[src/rtl/gauss_clt_acc.sv]
// gauss_clt_acc: approximate Gaussian sample generator.
// It sums NSUM uniforms taken from the urng tau word, using the central limit theorem,
// and removes the mean to give a signed sample. Results go into a 2-entry FIFO that the
// sink reads with valid/ready. A local 2-bit phase counter follows the urng update
// cadence. The shared ST pulse aligns this counter with the urng.
module gauss_clt_acc #(
    parameter  int NSUM = 4,                    // uniforms per sample, power of 2, 2..16
    parameter  int UW   = 12,                   // uniform width taken from the top of u_in
    localparam int OW   = UW + $clog2(NSUM) + 1 // signed output width
) (
    input  logic          CK,
    input  logic          RB,
    input  logic          ST,
    input  logic [31:0]   u_in,
    output logic [OW-1:0] out_dat,
    output logic          out_vld,
    input  logic          out_rdy,
    output logic [7:0]    drop_cnt,
    output logic          busy
);

    localparam int LW = $clog2(NSUM);
    localparam int AW = UW + LW;
    // Mean of the sum of NSUM uniforms. Subtracting it centres the result on zero.
    localparam logic [OW-1:0] C_OFFSET = OW'(NSUM * (1 << (UW - 1)));

    typedef enum logic {S_IDLE, S_ACC} state_t;

    state_t          r_state;
    logic [1:0]      r_phase;
    logic [AW-1:0]   r_acc;
    logic [LW-1:0]   r_nsamp;
    logic [OW-1:0]   r_ent0;     // FIFO head
    logic [OW-1:0]   r_ent1;     // FIFO second entry
    logic [1:0]      r_cnt;      // FIFO occupancy, 0..2
    logic [7:0]      r_drop;

    logic [UW-1:0]   w_u;
    logic [AW-1:0]   w_sum;
    logic [OW-1:0]   w_result;
    logic            w_sample;
    logic            w_last;
    logic            w_push;
    logic            w_pop;
    logic            w_unused;

    assign w_u      = u_in[31:32-UW];
    assign w_unused = &{1'b0, u_in[31-UW:0]};
    // The sum of NSUM uniforms fits in AW bits, so this addition never wraps.
    assign w_sum    = r_acc + AW'(w_u);
    assign w_result = {1'b0, w_sum} - C_OFFSET;

    // The urng updates on the edge after phase 3. This edge captures the word it held just before.
    assign w_sample = (r_state == S_ACC) && (r_phase == 2'd3) && !ST;
    assign w_last   = (r_nsamp == LW'(NSUM - 1));
    assign w_push   = w_sample && w_last;
    assign w_pop    = (r_cnt != 2'd0) && out_rdy;

    // FSM, phase tracking, accumulation and FIFO management in one registered process
    // NOTE: every register here uses non-blocking assignments. All next-state values
    // therefore come from pre-edge values, whatever order the statements appear in.
    always_ff @(posedge CK or negedge RB) begin
        if (!RB) begin
            r_state <= S_IDLE;
            r_phase <= 2'd0;
            r_acc   <= '0;
            r_nsamp <= '0;
            // NOTE: the two FIFO entries are reset explicitly. Two words are cheap, and
            // keeping the unused slots at zero lets out_dat read 0 when the FIFO is empty
            // without an extra output mux.
            r_ent0  <= '0;
            r_ent1  <= '0;
            r_cnt   <= 2'd0;
            r_drop  <= 8'd0;
        end else if (ST) begin
            // Start or restart. ST has priority over any sample or push on this edge.
            r_state <= S_ACC;
            r_phase <= 2'd0;
            r_acc   <= '0;
            r_nsamp <= '0;
            r_ent0  <= '0;
            r_ent1  <= '0;
            r_cnt   <= 2'd0;
            r_drop  <= 8'd0;
        end else begin
            r_phase <= r_phase + 2'd1;

            if (w_sample) begin
                if (w_last) begin
                    r_acc   <= '0;
                    r_nsamp <= '0;
                end else begin
                    r_acc   <= w_sum;
                    r_nsamp <= r_nsamp + LW'(1);
                end
            end

            if (w_push && w_pop) begin
                // A simultaneous push and pop keeps the occupancy unchanged.
                if (r_cnt == 2'd2) begin
                    r_ent0 <= r_ent1;
                    r_ent1 <= w_result;
                end else begin
                    r_ent0 <= w_result;
                end
            end else if (w_push) begin
                case (r_cnt)
                    2'd0: begin
                        r_ent0 <= w_result;
                        r_cnt  <= 2'd1;
                    end
                    2'd1: begin
                        r_ent1 <= w_result;
                        r_cnt  <= 2'd2;
                    end
                    default: begin
                        if (r_drop != 8'hFF) r_drop <= r_drop + 8'd1;
                    end
                endcase
            end else if (w_pop) begin
                r_ent0 <= r_ent1;
                r_ent1 <= '0;
                r_cnt  <= r_cnt - 2'd1;
            end
        end
    end

    assign out_dat  = r_ent0;
    assign out_vld  = (r_cnt != 2'd0);
    assign drop_cnt = r_drop;
    assign busy     = (r_state == S_ACC);

endmodule
[config.mk]
export PLATFORM = sky130hd
export DESIGN_NAME = gauss_clt_acc
export DESIGN_NICKNAME = d
export VERILOG_FILES = /design/src/rtl/gauss_clt_acc.sv
export SDC_FILE = /design/constraint.sdc
export NUM_CORES = 1
export LEC_CHECK = 0
export ABC_CLOCK_PERIOD_IN_PS = 6700
export CORE_UTILIZATION = 30
export DETAILED_ROUTE_END_ITERATION = 7
export GPL_TIMING_DRIVEN = 0
export HOLD_SLACK_MARGIN = 0.03
export PLACE_DENSITY = 0.5
export SLEW_MARGIN = 10
export SYNTH_ARGS = -nofsm -noshare
export SYNTH_HDL_FRONTEND = slang
export SYNTH_SLANG_ARGS = --single-unit
export TNS_END_PERCENT = 20
[constraint.sdc]
create_clock -name CK -period 6.7 [get_ports CK]
set_input_delay 1.34 -clock CK [delete_from_list [all_inputs] [get_ports CK]]
set_output_delay 1.34 -clock CK [all_outputs]
set_load 0.005 [all_outputs]
Yosys cells after proc, flatten, opt, wreduce, memory -nomap -nowiden:

Index checks and enable logic that the tools add are counted.

* bits in registers: 59
* input port bits: 36
* output and inout bits: 25
* logic and storage cells: 72

* $add $sub $neg: 6
* equal/unequal tests: 11
* mux-type cells: 29
* reductions and logical operators: 18

Operators by type and width (count)
* $mux 15: 12
* $mux 14: 3
* $mux 8: 5
* $mux 2: 8
* $sub 14x14->15 const B: 1
* $add 14x12->14: 1
* $ne 4x2->1 const B: 3
* $add 8x1->8 const B: 1
* $ne 8x8->1 const B: 1
* $reduce_bool 2->1: 4
* $eq 2x2->1 const B: 3
* $reduce_and 3->1: 2
* $logic_and 1x1->1: 5
* $add 2x1->2 const B: 2
* $pmux 2 s2: 1
* $reduce_and 4->1: 1
* $reduce_bool 4->1: 1
* $ne 3x2->1 const B: 1
* $reduce_bool 3->1: 1
* $eq 2x1->1 const B: 1
* $logic_not 2->1: 1
* $ne 2x1->1 const B: 1
* $ne 2x2->1 const B: 1
* $reduce_and 2->1: 1
* other kinds (3): 3

Depth between registers and ports, before layout:

* depth after elaboration: 7
* gate-level depth with buffers: 9
* depth with buffers taken out: 7

Least setup slack after synthesis:

OpenSTA, ideal clock, no wires.

* path type: input-to-reg
* from: in u_in[20]
* to: reg r_ent1[10]
* arrival: 3.089 ns
* required time: 6.579 ns
* setup slack: 3.490 ns
* cell stages on the path: 7
* buffers on the path: 0
* path through: ha_1 > fa_1 > a21o_2 > a221o_1 > a311oi_2 > xnor2_1 > a22o_1

* longest elaborated chain between the ends: 6

Ends and longest elaborated chain
* from (decl): line 14 `input logic [31:0] u_in,`
* $add 14x12->14 (*): line 50 `assign w_sum = r_acc + AW'(w_u);`
* $sub 14x14->15 (*): line 51 `assign w_result = {1'b0, w_sum} - C_OFFSET;`
* $mux 15: line 107 `case (r_cnt)`
* $mux 15: line 106 `end else if (w_push) begin`
* $mux 15 (*): line 98 `if (w_push && w_pop) begin`
* $mux 15 (*): line 75 `end else if (ST) begin`
* to (signal assigned): line 102 `r_ent1 <= w_result;`
* to (signal assigned): line 113 `r_ent1 <= w_result;`
* to (decl): line 34 `logic [OW-1:0] r_ent1;`

Every way passes the cells marked *; elsewhere a longest branch is shown, timed or not. The select of a mux whose other input is x is not followed.
A chain may end at the register's enable or synchronous reset.

Final worst setup path:

* from: in u_in[22]
* to: reg r_acc[11]

* longest elaborated chain between the ends: 4

Ends and longest elaborated chain
* $add 14x12->14: line 50
* $mux 14: line 89 `if (w_last) begin`
* $mux 14: line 88 `if (w_sample) begin`
* $mux 14: line 75
* to (signal assigned): line 93 `r_acc <= w_sum;`
* to (decl): line 31 `logic [AW-1:0] r_acc;`

No other way between the ends. The select of a mux whose other input is x is not followed.

==> results.ini <==
[clocking]
cts_resized = 0
cts_setup_buffers = 0
clk_pin_slew_ns = 0.06
cts_root_buf = clkbuf_8
worstSkewPairLatency_ns = 0.34
cts_buffers = 9
clkSinkCount = 57
clock_path_buffers = 2
htreeDepth = 3
ctsHoldBuffers = 0
cts_tree = done

[pwr]
p_int_uw = 558
irDropWorstVdd_uv = 121
p_leak_uw = 0.00174
p_switching_uw = 240
p_comb_share_pct = 21.0
p_sw_share_pct = 30.0
pwr-share-seq_pct = 45.8
clockPowerShare_pct = 33.3
pwr_density_cell_nw_per_um2 = 201

[placement]
pre_cts_slack_ns = 2.77
place_hpwl_um = 5980
gp_congestion = 0.815
port_buffers = 40
dp_cells = 496

[critical_path]
worstPathMaxFanout = 4
r2r_slack_ns = 4.09
endpoint_kind = register
arrival_ns = 3.91
cp-startpoint = u_in[22]
worstReg2RegStart = r_acc[2]
startpoint_type = primary input
crit_type = in -> reg
required_ns = 6.98

[logic_synthesis]
synth_edf_count = 0
avgSynthCellArea_um2 = 10.2
synth_cells = 320
ys_types = 54
synth_warnings = 0
synth-seq-cells = 57
synth.area.top_cells = dfrtp_1, ha_1, a22o_1, nand2_1, xnor2_1
yosys.area.top_type = dfrtp_1
synth_top_area_share_pct = 43.9
synthArstFlopShare_pct = 100
syn_area_um2 = 3250
synth.net_count = 375
seq_area_frac_synth_pct = 43.9
ys.flop_type = dfrtp_1

[floorplan]
start_util_pct = 31.2
die_x_um = 106
die_area_um2 = 11300
rows = 37
pin_count = 61
dieHeight_um = 106
coreArea_um2 = 10400

[drt]
drt_iter0_drc = 95
first_pass_iters = 4
wirelength_um = 8360
drcViolationCount = 0
wl_per_cell_um = 16.4
via_per_inst = 5.20
postRouteAntennaNets = 0
vias = 2646

[status]
status = completed

[layout]
area_delta_synth_final_pct = 22.1
diodes = 0
nets = 426
drive_above_1_share_pct = 8.31
final_cells = 509

[grt]
grt_start_max_net_pins = 58
gr-usage-all-layers_pct = 15.7
use_met1_pct = 22.5
overflow = 0
antenna_found_initial = 0
grt.busiest_layer = met2
grt_pass1_wl_um = 13600
grt_use_met2_pct = 22.5
met3_usage_pct = 3.31
grt_pass1_vias = 2561

[timing]
period_needed_ns = 3.64
worst_slew_pin_slew_ns = 0.738
clock-skew-final_ns = 0.00431
finalSetupTns_ns = 0
timing.fmax_mhz = 275
fin_crit_sh_pct = 54.3
holdWs_ns = 0.433
finalMaxSlewViolations = 0
maxSlewHeadroom_pct = 50.4
finalHoldViolations = 0
setup_viol = 0
fin_ws_ns = 3.06
rsz0062_at_grt = false

[min_path]
hp-class = reg -> reg
hp-start = r_phase[0]

[run]
maxCapViolCount = 0

==> final timing paths <==
kind                              end  cells after the start
min                        r_phase[0]                      1
max reg2reg                 r_acc[11]                      6
min in group asynchronous    r_acc[8]                      1
min reg2reg                r_phase[0]                      1
max                         r_acc[11]                      7
max in group asynchronous    r_cnt[0]                      1
==> power by group through the flow <==
| stage | registers, uW | logic [uW] | clock network [uW] |
|---|---|---|---|
| floorplan | 368 | 103 | 0 |
| global placement | 371 | 165 | 0 |
| detailed placement | 371 | 166 | 0 |
| CTS | 365 | 168 | 274 |
| global route | 366 | 186 | 288 |
| finish | 365 | 167 | 265 |
==> stage by stage <==
| stage | utilization [%] | total power [uW] | instance area, um2 |
|---|---|---|---|
| detailed placement | 36.6 | 537 | 3820 |
| global route | 38.1 | 840 | 3970 |
| global placement | 36.7 | 536 | 3820 |
| floorplan | - | 472 | 3250 |
| finish | 38.1 | 797 | 3970 |
| CTS | 38.1 | 807 | 3970 |
==> worst max-delay path, stage by stage <==
cell and delay, ns:
clkdlybuf4s50_1 0.41, ha_1 0.36, and3_2 0.24, a211oi_1 0.50, o21ai_0 0.20, a211oi_1 0.64
a22o_1 0.23
==> final cells by class <==
cell class                      instances  area [um2]
Fill cell                            1065        6450
Multi-Input combinational cell        241        1730
Sequential cell                        57        1430
Timing Repair Buffer                   40         398
Tap cell                              136         170
Clock buffer                           12         145
Buffer                                 14        62.6
Inverter                                8        30.0
Clock inverter                          1        5.00
==> Yosys cell counts, types with 3 or more instances <==
library cell,number
and2_1,4
clkbuf_1,7
nor4b_1,3
buf_2,5
nand3_1,4
nand2_1,29
nand4_1,6
xor2_1,9
nor3_1,4
a21o_1,6
a211oi_1,9
and3_1,7
ha_1,18
inv_1,7
mux2i_1,9
o21ai_0,17
a21oi_1,17
dfrtp_1,57
o31ai_1,7
a22o_1,21
o211ai_1,3
xnor2_1,11
nor2_1,22
==> routing by layer <==
layer / up-vias / part of all wire, %
met5: - / 0
met4: 0 / 0.96
met3: 6 / 3.0
met2: 38 / 45
met1: 1313 / 51
li1: 1289 / -
==> logic make-up (layout without fill, tap and decap cells) <==
family / count (synthesis) / in the layout / synth area share [%]
compound gates: 104 / 104 / 24.1
xor+xnor: 20 / 20 / 5.39
simple gates: 89 / 89 / 13.5
buf+inv: 22 / 75 / 2.85
mux: 9 / 9 / 2.77
fa+ha+maj: 19 / 19 / 7.55
flops: 57 / 57 / 43.9
==> cells in the final DEF, fill, tap and decap left out, types with 5 or more instances in the layout <==
master / Yosys / final
a21o_1: 6 / 6
xnor2_1: 11 / 11
clkbuf_8: 0 / 10
xor2_1: 9 / 9
nand4_1: 6 / 6
a211oi_1: 9 / 9
inv_1: 7 / 7
nand2_1: 29 / 29
buf_2: 5 / 5
clkbuf_1: 7 / 9
a21oi_1: 17 / 17
mux2i_1: 9 / 9
ha_1: 18 / 18
and3_1: 7 / 7
a22o_1: 21 / 21
dfrtp_1: 57 / 57
o21ai_0: 17 / 17
clkdlybuf4s50_1: 0 / 39
nor2_1: 22 / 22
o31ai_1: 7 / 7
==> state kept, by name, summed over array words and instances, names as in the netlist <==
name	flops
out_dat	14
r_acc	14
r_ent1	14
drop_cnt	8
r_cnt	2
r_nsamp	2
r_phase	2
busy	1
(Power assumes the default switching activity.)
